[config.mk]
export PLATFORM = sky130hd
export DESIGN_NAME = fifo_unpacker
export DESIGN_NICKNAME = d
export VERILOG_FILES = /design/src/rtl/fifo_unpacker_pkg.sv /design/src/rtl/fifo_unpacker.sv
export SDC_FILE = /design/constraint.sdc
export NUM_CORES = 1
export LEC_CHECK = 0
export ABC_AREA = 0
export CAP_MARGIN = 20
export CORE_MARGIN = 4
export CORE_UTILIZATION = 51
export CTS_CLUSTER_DIAMETER = 60
export DETAILED_ROUTE_END_ITERATION = 16
export PLACE_DENSITY_LB_ADDON = 0.2
export SYNTH_ARGS = -nofsm -noshare
export SYNTH_HDL_FRONTEND = slang
export SYNTH_SLANG_ARGS = --single-unit
[constraint.sdc]
create_clock -name clk_i -period 2.5 [get_ports clk_i]
set_clock_uncertainty 0.05 [all_clocks]
set_input_delay 0.5 -clock clk_i [delete_from_list [all_inputs] [get_ports clk_i]]
set_output_delay 0.5 -clock clk_i [all_outputs]
set_load 0.05 [all_outputs]
[src/rtl/fifo_unpacker_pkg.sv]
// Shared types and width helpers for the FIFO word unpacker.
package fifo_unpacker_pkg;

  typedef enum logic {
    IDLE = 1'b0,
    SEND = 1'b1
  } state_t;

  // Beats per FIFO word.
  function automatic int unsigned unpack_ratio(input int unsigned dwidth,
                                               input int unsigned owidth);
    return (owidth == 0) ? 0 : dwidth / owidth;
  endfunction

  // Slice counter width; a single-beat word still gets a 1-bit counter.
  function automatic int unsigned unpack_cnt_width(input int unsigned dwidth,
                                                   input int unsigned owidth);
    int unsigned ratio;
    ratio = unpack_ratio(dwidth, owidth);
    return (ratio > 1) ? $clog2(ratio) : 1;
  endfunction

endpackage

[src/rtl/fifo_unpacker.sv]
// Pops wide words from a show-ahead FIFO and streams them out as narrow
// valid/ready beats, popping the next word on the final beat to avoid bubbles.
module fifo_unpacker
  import fifo_unpacker_pkg::*;
#(
  parameter int unsigned DWIDTH    = 32,
  parameter int unsigned OWIDTH    = 8,
  parameter bit          MSB_FIRST = 1'b0
) (
  input  logic              clk_i,
  input  logic              arstn_i,
  input  logic [DWIDTH-1:0] fifo_q_i,
  input  logic              fifo_empty_i,
  output logic              fifo_rdreq_o,
  output logic [OWIDTH-1:0] data_o,
  output logic              valid_o,
  input  logic              ready_i,
  output logic              last_o,
  output logic              busy_o
);

  localparam int unsigned RATIO    = unpack_ratio(DWIDTH, OWIDTH);
  localparam int unsigned CW       = unpack_cnt_width(DWIDTH, OWIDTH);
  localparam int unsigned IW       = (DWIDTH > 1) ? $clog2(DWIDTH) : 1;
  localparam logic [CW-1:0] CNT_LAST = CW'(RATIO - 1);

  generate
    if (OWIDTH == 0 || (DWIDTH % OWIDTH) != 0) begin : g_width_check
      $error("fifo_unpacker: DWIDTH must be a multiple of OWIDTH");
    end
  endgenerate

  state_t            state_q, state_n;
  logic [CW-1:0]     cnt_q, cnt_n;
  logic [DWIDTH-1:0] word_q, word_n;
  logic [OWIDTH-1:0] data_q, data_n;
  logic              valid_q;
  logic              last_q;
  logic              beat;
  logic              at_last;
  logic              take;
  int unsigned       sel;
  logic [IW-1:0]     lsb;

  always_comb begin
    beat         = valid_q && ready_i;
    at_last      = (cnt_q == CNT_LAST);
    take         = (state_q == IDLE) || (beat && at_last);
    fifo_rdreq_o = take && !fifo_empty_i && arstn_i;

    state_n = state_q;
    cnt_n   = cnt_q;
    word_n  = word_q;
    if (fifo_rdreq_o) begin
      word_n  = fifo_q_i;
      cnt_n   = '0;
      state_n = SEND;
    end else if (beat) begin
      if (at_last) state_n = IDLE;
      else         cnt_n   = cnt_q + CW'(1);
    end

    // Output slice is computed from the next word/count so data_o is a flop.
    sel    = MSB_FIRST ? (RATIO - 1 - 32'(cnt_n)) : 32'(cnt_n);
    lsb    = IW'(sel * OWIDTH);
    data_n = word_n[lsb +: OWIDTH];
  end

  always_ff @(posedge clk_i or negedge arstn_i) begin
    if (!arstn_i) begin
      state_q <= IDLE;
      cnt_q   <= '0;
      word_q  <= '0;
      data_q  <= '0;
      valid_q <= 1'b0;
      last_q  <= 1'b0;
    end else begin
      state_q <= state_n;
      cnt_q   <= cnt_n;
      word_q  <= word_n;
      data_q  <= data_n;
      valid_q <= (state_n == SEND);
      last_q  <= (state_n == SEND) && (cnt_n == CNT_LAST);
    end
  end

  assign data_o  = data_q;
  assign valid_o = valid_q;
  assign last_o  = last_q;
  assign busy_o  = valid_q;

endmodule

==> impl_results.md, run 1 <==
* Wire length per cell at ~17 um
* Largest net degree at the start of global routing at 38
* Post-route ant nets at 0
* CTS tree: built
* Max clock buf depth at 2
* FF+latch area at between 1000 and 1500 um2
* Setup slack after layout at about 0.092 ns
* Syn Nets at 240
* Dpl ws at -0.133 ns
* Detailed Place HPWL at between 3000 and 4000 um
* Synth Area in XOR/XNOR at less than 1%
* Die W at roughly 76 um
* Clock sink count at 44
* Startpoint Class: input pin
* Antenna cells at 0
* Status: completed
* First drt pass iteration count at 4
* Synth Flop Type: dfrtp_1
* H-tree levels at 2
* Final net count at between 200 and 300
* Die Span Y at between 70 and 80 um
* Required @ worst endpoint at 1.95 ns
* Leading post-synthesis cells by cell area: dfrtp_1, a21o_1, a2111oi_0, a211oi_1, inv_1
* Synth top cells by count: dfrtp_1, inv_1, a21o_1
* Post-Synth Adder-Cell Area at 0%
* Met3 Use GR at under 10%
* Async set-reset flop share out of synthesis at between 90% and 100%
* Final setup fails at 0
* Fmax achieved at between 400 and 500 MHz
* Met1 Use GR at between 20% and 30%
* Global route hottest layer: met2
* Critical Path Fanout Max at 37
* Post-synth EDFFs at 0
* Period utilization at a little over nine tenths
* Top Ports at 48
* Vias in the first global route at between 1500 and 2000
* Area share of the largest cell type after synthesis at between 40 and 50%
* GR Layer Usage met2 at 33.6%
* Design area at approximately 3000 um2
* Total global-route track usage at 21.1%
* Final Hold Viols at 0
* Port buffer count at 47
* Post-cts resize count at 0
* P&R area growth vs syn at 29.8%
* Post-DP Area at ~2900 um2
* Gpl congestion at a little under 0.8
* Critical-path top delay cell: clkdlybuf4s50_1
* Slew @ Worst Pin at between 0.5 and 0.6 ns
* Overall power at 3.75 mW
* Total die area at 5750 um2
* Cells after Synth at ~200
* First-pass GRT wire length at 9110 um
* Max VDD drop at 0.622 mV
* Clk_lat worst skew at 0.29 ns
* Max-Slew Margin vs Limit at 63.3%
* DRC violations left at 0
* FILL cells at roughly 360
* Synth area leader: dfrtp_1
* Final Max Slew Viols at 0
* Hold Buf Count CTS at 0
* Compound-cell area share of the yosys netlist at between 30% and 40%
* Layout Cells excl Fill at 316
* Mux contribution to synthesized area at 4.00%
* Power density over the cells at 1230 nW/um2
* Total wire length at about 5400 um
* Clk slew on worst S/H paths at roughly 0.080 ns
* MaxCap Viol Count at 0
* Initial Util at ~53%
* Via count at approximately 1800
* Clock root cell: clkbuf_8
* Initial antenna violation count at 0
* Largest family of logic cells by synthesized area: compound AO/OA/AOI/OAI gates
* Share of post-route cells with drive strength above 1 at between 20% and 30%
* Overflow after GRT at 0
* Worst EP arrival at about 1.9 ns
* Warnings from Yosys at 0
* Seq cells post-synth at 44
* Mapped Avg Cell Area at 11.5 um2
* Std-Cell Rows at 24
* Synthesized area at between 2000 and 2500 um2
* CP Capture Type: output port
* Initial drt markers at between 100 and 150
* Placed Cells at slightly above 300
* Unique cell type count in the Yosys netlist at 37
* Leak at 1.41 nW
* Post-synthesis sequential area ratio at a little under half
* Avg Vias per Cell at 5.84
* WP buf/inv at 3
* CTS buffer count at 5
* Crit Path Category: in -> out
* HP Class: in -> async
* CP Cell Sequence: clkdlybuf4s50_1, nand3_1, a21oi_4, buf_12, buf_12
* Area occupied by multi-input gates at roughly 1000 um2
* Critical path's largest stage delay at ~0.57 ns
* CORE AREA at 4410 um2
* Count leader, synth: dfrtp_1
* Simple-gate share of the synthesized area at 5.97%
* CP most frequent cell: buf_12
* Period minus WS final at roughly 2.4 ns
* Crit path max-delay family: buffers and inverters
## path summary, 6_finish.rpt
path                                end  cells past startpoint  slack, ns        from
setup / recovery           fifo_rdreq_o                      5       0.09     ready_i
hold reg to reg              word_q[15]                      1       0.45  word_q[15]
min in group clk_i           word_q[15]                      1       0.45  word_q[15]
setup reg to reg              data_o[2]                      6       0.33      busy_o
hold / removal                data_o[4]                      2       0.16     arstn_i
max in group asynchronous    word_q[29]                      2       1.88     arstn_i
## metal layers
layer / up-vias / wire length [um]
met2: 59 / 2640
met4: 0 / 55
met3: 6 / 325
met5: - / 0
met1: 894 / 2430
li1: 887 / -
## state kept, by name (all words and copies together), names as in the netlist
signal / cells
cnt_q: 2
word_q: 32
last_o: 1
data_o: 8
busy_o: 1
## power breakdown
group          switching [mW]  internal (mW)
combinational            1.17          0.910
clock                   0.233          0.226
sequential              0.142           1.07
## kinds of logic after synthesis
family | Yosys count
simple gates | 21
xor+xnor | 1
compound gates | 83
mux | 7
flops | 44
buf+inv | 48
## repair_timing
action,4_1_cts,5_1_grt
setup buffers,0,2
endpoints found under the setup margin,1,1
pin swaps,1,1
## cells in the final DEF (no fill, tap or decap), types with 2 or more instances in the layout
| cell | instances |
|---|---|
| a211oi_1 | 17 |
| mux2_2 | 5 |
| nor4_1 | 6 |
| a211oi_2 | 7 |
| o21ai_0 | 2 |
| clkbuf_1 | 2 |
| a21o_1 | 24 |
| buf_12 | 4 |
| a22o_1 | 2 |
| nor2b_1 | 3 |
| clkdlybuf4s50_1 | 45 |
| dfrtp_1 | 44 |
| a2111oi_1 | 7 |
| buf_4 | 22 |
| inv_2 | 2 |
| clkbuf_8 | 6 |
| a221oi_1 | 2 |
| a2111oi_0 | 16 |
| inv_1 | 25 |
| nand2_1 | 4 |
## through the flow
stage	hold slack (ns)	utilization, %	setup TNS (ns)
2_1_floorplan	0.154	-	0
3_3_place_gp	0.430	66.6	-0.181
3_5_place_dp	0.427	66.6	-0.265
4_1_cts	0.156	68.7	0
5_1_grt	0.164	69.0	-0.00444
6_report	0.159	69.0	0
## worst register-to-register path: stages, from the launching register on
cell       delay [ns]
dfrtp_1          0.59
a21boi_1         0.25
o32a_4           0.27
inv_4            0.11
a2111oi_0        0.54
buf_4            0.20
nor4_1           0.04
## area by class of cell
class / count / share of cell area [%]
Clock buffer: 8 / 2.96
Tap cell: 52 / 2.14
Inverter: 28 / 3.53
Sequential cell: 44 / 36.2
Timing Repair Buffer: 72 / 23.0
Multi-Input combinational cell: 112 / 32.2
Power figures use the tool's default switching activity.
==> inputs of run 2 (changes only) <==
- HOLD_SLACK_MARGIN: unset -> 0.1
- TNS_END_PERCENT: unset -> 30
==> results of run 2 <==
Same layout as run 1: the final DEF is identical, and so are final timing and power.
